--- src/rtl/execution_stage_buffer_pkg.sv ---
// Shared constants for the EX->MEM buffer.
// Holds the default datapath widths and the payload bit layout.
// The layout, from LSB upward, is:
//   alu_zero | alu_result | destination_register | reg_write | mem_to_reg | immediate
// Offsets are functions of the widths so that every user of the layout derives
// it from a single place.
package execution_stage_buffer_pkg;

  localparam int WORD_WIDTH_DEF           = 32;
  localparam int REGISTER_INDEX_WIDTH_DEF = 5;

  localparam int OFF_ZERO   = 0;
  localparam int OFF_RESULT = 1;

  function automatic int off_rd(input int ww);
    return 1 + ww;
  endfunction

  function automatic int off_reg_write(input int ww, input int rw);
    return 1 + ww + rw;
  endfunction

  function automatic int off_mem_to_reg(input int ww, input int rw);
    return 2 + ww + rw;
  endfunction

  function automatic int off_imm(input int ww, input int rw);
    return 3 + ww + rw;
  endfunction

  function automatic int payload_w(input int ww, input int rw);
    return 2 * ww + rw + 3;
  endfunction

  localparam int PAYLOAD_W_DEF = 2 * WORD_WIDTH_DEF + REGISTER_INDEX_WIDTH_DEF + 3;

  // Pointer width; a single-entry queue still needs a 1-bit pointer.
  function automatic int ptr_w(input int depth);
    return (depth > 1) ? $clog2(depth) : 1;
  endfunction

endpackage

--- src/rtl/ex_buffer_fifo.sv ---
// Generic circular FIFO holding the buffered EX results.
// Ports:
//   clk, reset (sync, active-high), flush (sync discard of all entries)
//   push / pop   : qualified write / read strobes from the top level
//   wdata        : entry written at wr_ptr on push
//   rdata        : head entry while non-empty, otherwise the last head shown
//   occupancy    : number of entries held (0..DEPTH)
// With EX_BUFFER_FORWARD_EN defined, the storage array and head pointer are
// also exported so the top level can scan entries for forwarding.
module ex_buffer_fifo
  import execution_stage_buffer_pkg::*;
#(
  parameter int WIDTH = PAYLOAD_W_DEF,
  parameter int DEPTH = 2
) (
  input  logic                         clk,
  input  logic                         reset,
  input  logic                         flush,
  input  logic                         push,
  input  logic                         pop,
  input  logic [WIDTH-1:0]             wdata,
  output logic [WIDTH-1:0]             rdata,
  output logic [$clog2(DEPTH+1)-1:0]   occupancy
`ifdef EX_BUFFER_FORWARD_EN
  ,
  output logic [WIDTH-1:0]             entries [DEPTH],
  output logic [ptr_w(DEPTH)-1:0]      head_ptr
`endif
);

  localparam int PTR_W = ptr_w(DEPTH);
  localparam int CNT_W = $clog2(DEPTH + 1);

  logic [WIDTH-1:0] mem [DEPTH];
  logic [WIDTH-1:0] hold_q;
  logic [PTR_W-1:0] wr_ptr;
  logic [PTR_W-1:0] rd_ptr;
  logic [CNT_W-1:0] count_q;

  function automatic logic [PTR_W-1:0] next_ptr(input logic [PTR_W-1:0] p);
    if (p == PTR_W'(DEPTH - 1)) return '0;
    return p + PTR_W'(1);
  endfunction

  always_ff @(posedge clk) begin
    if (reset) begin
      wr_ptr  <= '0;
      rd_ptr  <= '0;
      count_q <= '0;
      hold_q  <= '0;
      for (int i = 0; i < DEPTH; i++) mem[i] <= '0;
    end else if (flush) begin
      wr_ptr  <= '0;
      rd_ptr  <= '0;
      count_q <= '0;
      // Freeze the currently visible head so the outputs stop changing.
      if (count_q != '0) hold_q <= mem[rd_ptr];
    end else begin
      if (push) begin
        mem[wr_ptr] <= wdata;
        wr_ptr      <= next_ptr(wr_ptr);
      end
      if (pop) begin
        hold_q <= mem[rd_ptr];
        rd_ptr <= next_ptr(rd_ptr);
      end
      unique case ({push, pop})
        2'b10:   count_q <= count_q + CNT_W'(1);
        2'b01:   count_q <= count_q - CNT_W'(1);
        default: count_q <= count_q;
      endcase
    end
  end

  // When empty the outputs keep showing the last head instead of a stale slot.
  assign rdata     = (count_q != '0) ? mem[rd_ptr] : hold_q;
  assign occupancy = count_q;

`ifdef EX_BUFFER_FORWARD_EN
  assign entries  = mem;
  assign head_ptr = rd_ptr;
`endif

endmodule

--- src/rtl/execution_stage_buffer.sv ---
// EX->MEM pipeline buffer: queues up to DEPTH completed ALU results with
// valid/ready handshakes on both sides and a synchronous flush.
// Ports:
//   clk, reset (sync, active-high), flush
//   in_valid / in_ready   : upstream handshake, push = in_valid & in_ready
//   *_in                  : immediate, mem_to_reg, reg_write, rd, alu result, zero
//   out_valid / out_ready : downstream handshake, pop = out_valid & out_ready
//   *_out                 : head entry payload (qualify with out_valid)
//   occupancy             : entries held
// Optional feature macro EX_BUFFER_FORWARD_EN adds fwd_valid, fwd_register and
// fwd_result, exposing the youngest queued entry that writes a register with
// an ALU (non-load) result.
module execution_stage_buffer
  import execution_stage_buffer_pkg::*;
#(
  parameter int WORD_WIDTH           = WORD_WIDTH_DEF,
  parameter int REGISTER_INDEX_WIDTH = REGISTER_INDEX_WIDTH_DEF,
  parameter int DEPTH                = 2
) (
  input  logic                            clk,
  input  logic                            reset,
  input  logic                            flush,
  input  logic                            in_valid,
  output logic                            in_ready,
  input  logic [WORD_WIDTH-1:0]           extended_inmediate_in,
  input  logic                            cu_mem_to_reg_in,
  input  logic                            cu_reg_write_in,
  input  logic [REGISTER_INDEX_WIDTH-1:0] destination_register_in,
  input  logic [WORD_WIDTH-1:0]           alu_result_in,
  input  logic                            alu_zero_in,
  output logic                            out_valid,
  input  logic                            out_ready,
  output logic [WORD_WIDTH-1:0]           extended_inmediate_out,
  output logic                            cu_mem_to_reg_out,
  output logic                            cu_reg_write_out,
  output logic [REGISTER_INDEX_WIDTH-1:0] destination_register_out,
  output logic [WORD_WIDTH-1:0]           alu_result_out,
  output logic                            alu_zero_out,
  output logic [$clog2(DEPTH+1)-1:0]      occupancy
`ifdef EX_BUFFER_FORWARD_EN
  ,
  output logic                            fwd_valid,
  output logic [REGISTER_INDEX_WIDTH-1:0] fwd_register,
  output logic [WORD_WIDTH-1:0]           fwd_result
`endif
);

  localparam int WW        = WORD_WIDTH;
  localparam int RW        = REGISTER_INDEX_WIDTH;
  localparam int PAYLOAD_W = payload_w(WW, RW);
  localparam int OFF_RD    = off_rd(WW);
  localparam int OFF_WR    = off_reg_write(WW, RW);
  localparam int OFF_M2R   = off_mem_to_reg(WW, RW);
  localparam int OFF_IMM   = off_imm(WW, RW);
  localparam int OCC_W     = $clog2(DEPTH + 1);

  logic                 push;
  logic                 pop;
  logic [PAYLOAD_W-1:0] wdata;
  logic [PAYLOAD_W-1:0] rdata;

  // No pass-through when full: a slot must be free before the edge.
  assign in_ready  = (occupancy != OCC_W'(DEPTH));
  assign out_valid = (occupancy != '0);
  assign push      = in_valid & in_ready;
  assign pop       = out_valid & out_ready;

  assign wdata = {extended_inmediate_in, cu_mem_to_reg_in, cu_reg_write_in,
                  destination_register_in, alu_result_in, alu_zero_in};

  assign alu_zero_out             = rdata[OFF_ZERO];
  assign alu_result_out           = rdata[OFF_RESULT +: WW];
  assign destination_register_out = rdata[OFF_RD +: RW];
  assign cu_reg_write_out         = rdata[OFF_WR];
  assign cu_mem_to_reg_out        = rdata[OFF_M2R];
  assign extended_inmediate_out   = rdata[OFF_IMM +: WW];

`ifdef EX_BUFFER_FORWARD_EN
  localparam int PTR_W = ptr_w(DEPTH);

  logic [PAYLOAD_W-1:0] entries [DEPTH];
  logic [PTR_W-1:0]     head_ptr;

  ex_buffer_fifo #(
    .WIDTH (PAYLOAD_W),
    .DEPTH (DEPTH)
  ) u_fifo (
    .clk       (clk),
    .reset     (reset),
    .flush     (flush),
    .push      (push),
    .pop       (pop),
    .wdata     (wdata),
    .rdata     (rdata),
    .occupancy (occupancy),
    .entries   (entries),
    .head_ptr  (head_ptr)
  );

  // Physical slot of the k-th oldest entry.
  function automatic logic [PTR_W-1:0] slot(input logic [PTR_W-1:0] h, input int k);
    int s;
    s = int'(h) + k;
    if (s >= DEPTH) s = s - DEPTH;
    return PTR_W'(s);
  endfunction

  // Walk oldest to youngest so the last match (youngest) wins.
  always_comb begin
    fwd_valid    = 1'b0;
    fwd_register = '0;
    fwd_result   = '0;
    for (int k = 0; k < DEPTH; k++) begin
      if (k < int'(occupancy) &&
          entries[slot(head_ptr, k)][OFF_WR] &&
          !entries[slot(head_ptr, k)][OFF_M2R]) begin
        fwd_valid    = 1'b1;
        fwd_register = entries[slot(head_ptr, k)][OFF_RD +: RW];
        fwd_result   = entries[slot(head_ptr, k)][OFF_RESULT +: WW];
      end
    end
  end
`else
  ex_buffer_fifo #(
    .WIDTH (PAYLOAD_W),
    .DEPTH (DEPTH)
  ) u_fifo (
    .clk       (clk),
    .reset     (reset),
    .flush     (flush),
    .push      (push),
    .pop       (pop),
    .wdata     (wdata),
    .rdata     (rdata),
    .occupancy (occupancy)
  );
`endif

endmodule

--- config.mk ---
export PLATFORM = sky130hd
export DESIGN_NAME = execution_stage_buffer
export DESIGN_NICKNAME = d
export VERILOG_FILES = /design/src/rtl/execution_stage_buffer_pkg.sv /design/src/rtl/ex_buffer_fifo.sv /design/src/rtl/execution_stage_buffer.sv
export SDC_FILE = /design/constraint.sdc
export NUM_CORES = 1
export LEC_CHECK = 0
export CAP_MARGIN = 30
export CORE_MARGIN = 4
export CORE_UTILIZATION = 53
export CTS_CLUSTER_DIAMETER = 50
export CTS_CLUSTER_SIZE = 8
export DETAILED_ROUTE_END_ITERATION = 6
export PLACE_DENSITY = 0.87
export SLEW_MARGIN = 20
export SYNTH_ARGS = -nofsm -noshare
export SYNTH_HDL_FRONTEND = slang
export SYNTH_SLANG_ARGS = --single-unit
--- constraint.sdc ---
create_clock -name clk -period 5.85 [get_ports clk]
set_clock_uncertainty 0.2 [all_clocks]
set_input_delay 1.4625 -clock clk [delete_from_list [all_inputs] [get_ports clk]]
set_output_delay 1.4625 -clock clk [all_outputs]
set_load 0.005 [all_outputs]
# Word-level counts from Yosys, hierarchy flattened
# Memories as Yosys holds them, arrays and structs flattened. A register that Yosys moved wholly into a read port is not among the register bits.
# Cells that the tools add are included.
[word_totals]
regBits = 76
mem_bits_rw = 144
input_bits = 77
output_inout_bits = 76
word_cells = 46
n_memories = 1
[classes]
add_sub_neg = 4
n_eq_ne = 3
mux = 27
bitwise = 2
reduce_logical = 5
[mem_list]
columns = ["memory", "depth", "width", "read_ports", "rd_ports_with_merged_regs", "wr", "line_no", "text"]
rows = [
  ["u_fifo.mem", 2, 72, 1, 1, 2, "ex_buffer_fifo.sv:34", "logic [WIDTH-1:0] mem [DEPTH];"],
]
[ops]
columns = ["op", "count"]
rows = [
  ["72-bit two-way mux", 4],
  ["72-bit OR reduction", 1],
  ["1-bit two-way mux", 22],
  ["2-bit nonzero test", 3],
  ["2-bit case mux with 2 select lines", 1],
  ["1-bit adder, second input constant", 2],
  ["2-bit by 1-bit adder with 2-bit output, second input constant", 1],
  ["1-bit AND", 2],
  ["2-bit by 1-bit == test with 1-bit output, second input constant", 1],
  ["2-bit == test, second input constant", 1],
  ["2-bit inequality test, second input constant", 1],
  ["2-bit OR reduction", 1],
  ["2-bit by 1-bit subtractor with 2-bit output, second input constant", 1],
]

# Logic depth before layout (Yosys ltp)
# Gate-level depths: netlist of run 1.
[depth]
word_depth = 8
mapped_depth = 7
depth_no_buf = 7

# Modules after synthesis
# A second synthesis of run 1 with hierarchy kept.
[unflattened]
hier_cells = 823
hier_area_um2 = 9625.5
[by_module_without_submodules]
columns = ["module", "instances", "cells_per_inst", "area_each_um2"]
rows = [
  ["ex_buffer_fifo", 1, 819, 9600.5],
  ["execution_stage_buffer", 1, 4, 25.0],
]

# Worst setup path before layout of run 1
# OpenSTA, ideal clock, no wires.
[synth_path]
path_kind = "input port to flip-flop"
startpoint = "input port flush"
endpoint = "memory u_fifo.mem[0][0] in the netlist's numbering (enable)"
arrival_time_ns = 3.131
slack_ns = 2.120
path_stages = 4
n_path_buf = 1
path_cell_list = "or2_1 > buf_2 > nor4_4 > or2_2"
[synth_lines]
columns = ["element", "line_no", "text"]
rows = [
  ["start, declared", "execution_stage_buffer.sv:22", "input logic flush,"],
  ["end, declared", "ex_buffer_fifo.sv:34", ""],
]

# Final worst setup path of run 1
[layout_path]
startpoint = "register u_fifo.count_q[0], in the netlist u_fifo.occupancy[0]"
endpoint = "output port alu_result_out[2]"
[layout_between]
elab_chain_len = 2
[layout_rtl]
columns = ["element", "line_no", "text"]
rows = [
  ["start, declared", "ex_buffer_fifo.sv:38", "logic [CNT_W-1:0] count_q;"],
  ["start signal, assigned", "ex_buffer_fifo.sv:68", "2'b10: count_q <= count_q + CNT_W'(1);"],
  ["start signal, assigned", "ex_buffer_fifo.sv:69", "2'b01: count_q <= count_q - CNT_W'(1);"],
  ["start signal, assigned", "ex_buffer_fifo.sv:70", "default: count_q <= count_q;"],
  ["2-bit nonzero test", "ex_buffer_fifo.sv:76", "assign rdata = (count_q != '0) ? mem[rd_ptr] : hold_q;"],
  ["72-bit two-way mux", "ex_buffer_fifo.sv:76", ""],
  ["end, declared", "execution_stage_buffer.sv:37", "output logic [WORD_WIDTH-1:0] alu_result_out,"],
]
# Every way passes these cells.

==> results.md, run 1 <==
- The flow ran to the end, and the final reports show no timing, DRC or antenna violations.
- The number of antenna diodes in the final layout is 0.
- The endpoint identified for the worst register-to-register timing path is u_fifo.mem[0][11].
- After detailed routing, the total wire length is 21200 um.
- At the end of routability-driven placement, the weighted congestion stood at 0.778.
- The number of antenna violations at the first check in global routing is 0.
- The deepest level of the CTS H-tree is 1.
- Counting cells, the worst reg-to-reg path comes to 4.
- The data arrival at the endpoint of the critical path is 3000 ps.
- The number of nets in the final layout is 1025.
- The overall fraction of global-route tracks in use is 21.0%.
- The worst-margin pin slew is 913 ps.
- The number of DRC violations after detailed routing is 0.
- STA classifies the critical path endpoint as a primary output.
- The number of sinks on the clock net is 221.
- The worst slew margin relative to its limit is 39.1%.
- The synthesis-to-finish area growth is 26.6%.
- The number of instances in the synthesized netlist is 815.
- The most common cell in the synthesized netlist is sky130_fd_sc_hd__nor2_1.
- The warning count from the yosys run is 0.
- The number of placed instances, taps included, is 1138.
- The critical path is of the reg -> out type.
- The post-route netlist has 16.1% of its cells at a drive strength greater than 1.
- The register bit total from synthesis is 221.
- Dividing the detail-routed via count by the number of cells gives 5.41.
- The sequential share of the synthesized area is 61.5%.
- The starting density of the core is 54.6%.
- The die height is 142 um.
- The via count of the first global-routing pass was 6663.
- 153 I/O pins were placed.
- The longest clock path from root to sink contains 3 buffers.
- The insertion delay to the later sink of the worst-skew pair is 530 ps.
- The remaining number of nets flagged by the antenna check after routing is 0.
- The flop-to-flop setup slack is 3450 ps.
- For this run, asynchronously set or reset flops after synthesis account for 0%.
- For this run, the share of the core covered by cells in the final layout is 69.1%.
- The detailed-routing iteration count for the pre-antenna-repair pass is 5.
- The core region is 17500 um^2.
- The routed wire length per instance is 17.8 um.
- The count of cell types in the netlist is 24.
- Across the VDD grid, the largest voltage drop is 0.243 mV.
- When the netlist entered floorplanning its net count stood at 893.
- The share of the cycle needed by the critical path after routing is 79.8%.
- The min-delay analysis places its worst path in the category reg -> reg.
- The capture point of the critical path is alu_result_out[2].
- The worst setup path is launched from a flop.
- The number of DRC markers in iteration 0 is 469.
- The CTS tree is done.
- The total count of hold-check failures in the final report is 0.
- The time the final worst path needs with I/O delays and setup is 4670 ps.
- The number of hold buffers added after CTS was 0.
- The most common flop cell mapped by yosys is sky130_fd_sc_hd__edfxtp_1.
- The width of the chip is 142 um.
- The wire length of the first global-routing pass is 34000 um.
- The clock-pin slew on the worst setup and hold paths is 50 ps.
- Across all layers, the routed design uses 6473 vias.
- In the final timing run, aggregate negative setup slack is 0 ps.
- The total of endpoints with negative setup slack in the final report is 0.
- The maximum fanout along the worst path is 74.
- After synthesis, the cell types taking the most area are sky130_fd_sc_hd__edfxtp_1 45%, sky130_fd_sc_hd__dfxtp_1 16%, sky130_fd_sc_hd__and2_2 8.1%, sky130_fd_sc_hd__mux2i_1 7.6%, sky130_fd_sc_hd__nor2_1 5.8%.
- The biggest area consumer among synthesized cells is sky130_fd_sc_hd__edfxtp_1.
- Port buffering added 152 buffers.
- Setup repair after global routing left no endpoint under its margin.
- The number of gates resized after CTS is 0.
- Counting flops with a built-in enable in the synthesized netlist gives 144.
- Static timing analysis puts the maximum clock frequency at 214 MHz.
- The tree is rooted in a sky130_fd_sc_hd__clkbuf_16.
- For this design the ratio of total power to cell area is 326 nW/um^2.
- The startpoint identified for the worst hold timing path is u_fifo.hold_q[30].
- The synthesized netlist occupies a cell area of 9540 um^2.
- In this run the post-CTS setup repair buffer count came out at 0.
- The worst flop-to-flop path startpoint is u_fifo.occupancy[0].
- The top cell type's share of synthesized area is 45.3%.
- Summed over all cells, the static leakage comes to 0.00425 uW.
- Dividing the synthesized area by the synthesized cell count gives 11.7 um^2.
- At the worst endpoint, the required time is 4190 ps.
- The total CTS buffers is 31.
- Cell internal power was estimated by the tool at 3020 uW.
- The switching portion of total power is 23.2%.
- The number of max-cap violations is 0.
- For this design the total switching power over the nets is 914 uW.
- The overall power is 3940 uW.
- The proportion of power drawn by combinational gates is 13.7%.
- Summed over all layers, the global routing overflow is 0.
- The die covers 20200 um^2.
- The share of total power dissipated in the clock network is 40.6%.
- The final standard cell count with taps included and fillers excluded is 1196.
- The floorplan has 48 rows.
- Counting instances in the post-synthesis netlist gives the leading cell types as 147 x sky130_fd_sc_hd__nor2_1, 144 x sky130_fd_sc_hd__edfxtp_1, 103 x sky130_fd_sc_hd__and2_2, 77 x sky130_fd_sc_hd__dfxtp_1, 74 x sky130_fd_sc_hd__a21oi_1.
- The part of the power in registers is 45.7%.
- Entering global routing, the biggest net connects 75 pins.
- The number of slew-limit violations in the final report is 0.
- On the final layout, the worst hold slack is 298 ps.
- The worst setup path startpoint is u_fifo.occupancy[0].
- The layout has 1222 filler cells.
- The wire-length estimate of the detail-placed layout is 12900 um.
[cells by family after synthesis]
family	count (synthesis)	share of synthesized area, %
simple gates	301	17.6
buf+inv	67	3.16
compound gates	150	9.81
mux	72	7.56
xor+xnor	3	0.275
fa+ha+maj	1	0.131
flops	221	61.5
[through the flow]
step,cell area (um^2),setup WS (ps)
detailed placement,11200,1800
CTS,12100,1200
finish,12100,1180
global route,12100,917
floorplan,9540,2120
global placement,11100,1800
[critical path, stage by stage (launching register included)]
cell and delay (ps):
sky130_fd_sc_hd__dfxtp_1 490, sky130_fd_sc_hd__or2_4 710, sky130_fd_sc_hd__buf_12 370, sky130_fd_sc_hd__nor2_1 110, sky130_fd_sc_hd__a21oi_1 210, sky130_fd_sc_hd__clkdlybuf4s50_1 550
[metal layers]
metal	up-vias	wire length [um]	track usage, %
met5	-	0	0
met1	3067	8540	26.1
met2	212	11000	37.1
li1	3145	-	-
met3	49	1060	3.16
met4	0	621	7.53
[area by class of cell]
type	count	area, um^2	area share (%)
multi-input combinational	527	3390	28.1
clock inverter	2	13.8	0.114
inverter	4	15.0	0.124
timing repair buffer	162	1640	13.6
clock buffer	55	866	7.17
tap	225	282	2.33
sequential	221	5870	48.6
[layout by cell type (no fill, tap or decap), drive strengths merged]
cell           Yosys  routed
buf               26      11
clkdlybuf4s50      0     151
dfxtp             77      77
ha                 1       1
a211oi            72      72
or3                2       2
mux2i             72      72
o21ai              3       3
o22a               1       1
and2             144     144
xor2               2       2
and2b              1       1
xnor2              1       1
edfxtp           144     144
nor2             147     147
a21oi             74      74
nor4               2       2
inv                4       5
clkbuf            37      55
clkinv             0       1
or2                4       4
nand2              1       1
[flip-flops by register name, summed over array words and instances, names as in the netlist, named ones only]
| signal | flops |
|---|---|
| u_fifo.rd_ptr | 1 |
| u_fifo.occupancy | 2 |
| u_fifo.hold_q | 72 |
| u_fifo.mem | 144 |
| u_fifo.wr_ptr | 1 |
[worst min path at each step]
stage	end	cells past startpoint
3_3_place_gp	u_fifo.hold_q[17]	2
4_1_cts	u_fifo.hold_q[50]	2
2_1_floorplan	flop	2
5_1_grt	u_fifo.hold_q[50]	2
3_5_place_dp	u_fifo.hold_q[64]	2
6_report	u_fifo.hold_q[30]	2
[power by group through the flow]
stage | logic [uW] | clock network [uW] | registers (uW)
after global routing | 595 | 1700 | 1810
after floorplan | 263 | 0 | 1820
after detailed placement | 534 | 0 | 1830
after global placement | 520 | 0 | 1830
final | 539 | 1600 | 1800
after CTS | 541 | 1630 | 1800
(Power assumes the default switching activity.)
==> inputs of run 2 (changes only) <==
==> constraint.sdc (replaced) <==
create_clock -name clk -period 4.3 [get_ports clk]
set_clock_uncertainty 0.2 [all_clocks]
set_input_delay 1.075 -clock clk [delete_from_list [all_inputs] [get_ports clk]]
set_output_delay 1.075 -clock clk [all_outputs]
set_load 0.005 [all_outputs]
==> results.md, run 2 (synthesized netlist as in run 1, its figures left out) <==
- The total count of hold-check failures in the final report is 0.
- The fraction of final layout cells with drive strength greater than 1 is 16.3%.
- Routability-driven placement finished with a final weighted congestion of 0.764.
- In this design, the stage delay of the slowest critical-path cell is 560 ps.
- The total CTS buffers is 31.
- By startpoint and endpoint, the worst setup path is classified as reg -> out.
- The final critical-path setup slack is 284 ps.
- The count of buffers added on input and output ports is 152.
- The number of antenna violations at the first check in global routing is 0.
- Across the whole layout, storage elements account for 5870 um^2.
- The worst setup path startpoint is u_fifo.occupancy[0].
- Row generation in the floorplan step produced 48 rows.
- Clock-pin slew was measured on the worst setup and hold paths at 50 ps.
- The worst-margin pin slew is 849 ps.
- The slowest stage of the critical path is the sky130_fd_sc_hd__clkdlybuf4s50_1 cell.
- The clock net in this run drives a total of 221 sinks.
- The startpoint class of the critical path is a flop.
- The capture point of the critical path is alu_result_out[27].
- The achievable frequency is 249 MHz.
- The floorplan step set the die height to 142 um.
- For flop-to-flop paths, the worst setup slack is 2110 ps.
- The starting density of the core is 54.6%.
- The endpoint kind of the worst setup timing path is a primary output.
- In this run the number of H-tree levels came out at 1.
- Data on the critical path is required at its endpoint by 3020 ps.
- Dividing the detail-routed wire length by the instance count gives 17.4 um.
- Summing all non-filler instances in the final layout gives an area of 12100 um^2.
- The cell sitting at the root of the clock tree is a sky130_fd_sc_hd__clkbuf_16.
- The register ranked first by flip-flop count is u_fifo.mem.
- For the worst flop-to-flop path, the logic depth is 4.
- The register with the most flip-flops in the layout has 144 of them.
- The core region is 17500 um^2.
- The width of the chip is 142 um.
- Clock latency on the worst-skew pair, taken at its later pin, is 530 ps.
- The time the final worst path needs with I/O delays and setup is 4020 ps.
- Leaving out fill and tap cells, the most frequent cell in the layout is sky130_fd_sc_hd__clkdlybuf4s50_1.
- The total of endpoints with negative setup slack in the final report is 0.
- After detailed routing, the number of remaining DRC violations is 0.
- After the last flow step, the layout net total stands at 1028.
- The via count of the first global-routing pass is 6511.
- Entering global routing, the biggest net connects 145 pins.
- On the final layout, the worst hold slack is 297 ps.
- In this run the remaining antenna-violating nets after routing total 0.
- Once layout is complete, the utilization of the core stands at 69.2%.
- The worst-case IR drop observed on VDD is 0.342 mV.
- Setup repair after global routing left no endpoint under its margin.
- The flow ran to the end, and the final reports show no timing, DRC or antenna violations.
- The layout filler cell count is 1211.
- The via-per-instance ratio is 5.34.
- The startpoint identified for the worst register-to-register timing path is u_fifo.occupancy[0].
- The die covers 20200 um^2.
- The worst pin sits at a relative slew slack of 43.4%.
- The total of hold buffers inserted after clock tree synthesis is 0.
- The number of slew-limit violations in the final report is 0.
- The leakage power of the design is 0.00426 uW.
- The pre-CTS setup slack is 888 ps.
- In this run the cell area measured after placement is 11200 um^2.
- 153 I/O pins were placed.
- The data arrival at the endpoint of the critical path is 2740 ps.
- Power spread over the standard cell area amounts to 442 nW/um^2.
- The final critical path takes up 93.4% of the cycle.
- The synthesis-to-finish area growth is 26.8%.
- The capturing point of the worst reg2reg path is u_fifo.mem[0][37].
- The number of antenna diodes in the final layout is 0.
- Across every metal layer, demand over resource in global routing totals 20.4%.
- The number of gates resized after CTS is 0.
- The detailed-routing iteration count for the pre-antenna-repair pass is 4.
- After clock tree synthesis, the setup repair step added 0 buffers.
- The first routing iteration left 336 violations.
- The CTS tree is done.
- The wire length of the first global-routing pass is 33100 um.
- Across the run, the number of max-cap violations was 0.
- Walking the worst path, the cells encountered are or2_4 -> buf_4 -> nor2_1 -> a21oi_1 -> clkdlybuf4s50_1.
- The maximum fanout along the worst path is 46.
- The maximum number of buffers from clock root to sink is 3.
- After detailed routing, the total wire length is 20800 um.
- Setup total negative slack on the finished layout was measured at 0 ps.
- In the layout the commonest cells are 151 x sky130_fd_sc_hd__clkdlybuf4s50_1, 147 x sky130_fd_sc_hd__nor2_1, 144 x sky130_fd_sc_hd__edfxtp_1, 103 x sky130_fd_sc_hd__and2_2, 76 x sky130_fd_sc_hd__dfxtp_1.
- In the final layout, the multi-input gates occupy 3390 um^2.
- The wire-length estimate of the detail-placed layout is 12600 um.
- The min-delay analysis places its worst path in the category reg -> reg.
- The via count is 6413.
- The total overflow left after global routing is 0.
[run 2: report_power, final]
group	internal [uW]	total, uW	switching [uW]
combinational	383	732	349
sequential	2390	2450	51.2
clock	1340	2170	831
[run 2: worst max-delay path, delay by kind of cell (launching register included)]
kind / cells / cell delay [ps]
AOI/OAI and AO/OA: 1 / 180
DFF: 1 / 470
and+or+nand+nor: 2 / 600
buffers and inverters: 2 / 940
[run 2: cell type report]
| cell class | instances | area share, % |
|---|---|---|
| clock buffer | 56 | 7.19 |
| sequential | 221 | 48.5 |
| clock inverter | 2 | 0.114 |
| tap | 225 | 2.33 |
| timing repair buffer | 165 | 13.8 |
| inverter | 4 | 0.124 |
| multi-input combinational | 527 | 28.0 |
[run 2: layer usage]
layer	share of wire, %	wire length, um	vias up	GRT usage [%]
met2	52	10800	166	36.2
li1	-	-	3155	-
met1	40	8350	3047	25.0
met5	0	0	-	0
met3	5.4	1120	45	3.73
met4	2.6	534	0	6.77
[run 2: metrics by stage]
stage	power, uW	cells
floorplan	2830	815
global placement	3190	1142
detailed placement	3220	1142
CTS	5400	1200
global route	5580	1200
finish	5350	1200
[run 2: worst min path at each step]
stage	from	to	slack, ps	cells after the start
after floorplan	u_fifo.rd_ptr	flop	270	2
after global placement	u_fifo.hold_q[43]	u_fifo.hold_q[43]	290	2
after detailed placement	u_fifo.hold_q[43]	u_fifo.hold_q[43]	290	2
after CTS	u_fifo.hold_q[43]	u_fifo.hold_q[43]	300	2
after global routing	u_fifo.hold_q[33]	u_fifo.hold_q[33]	310	2
final	u_fifo.hold_q[52]	u_fifo.hold_q[52]	300	2
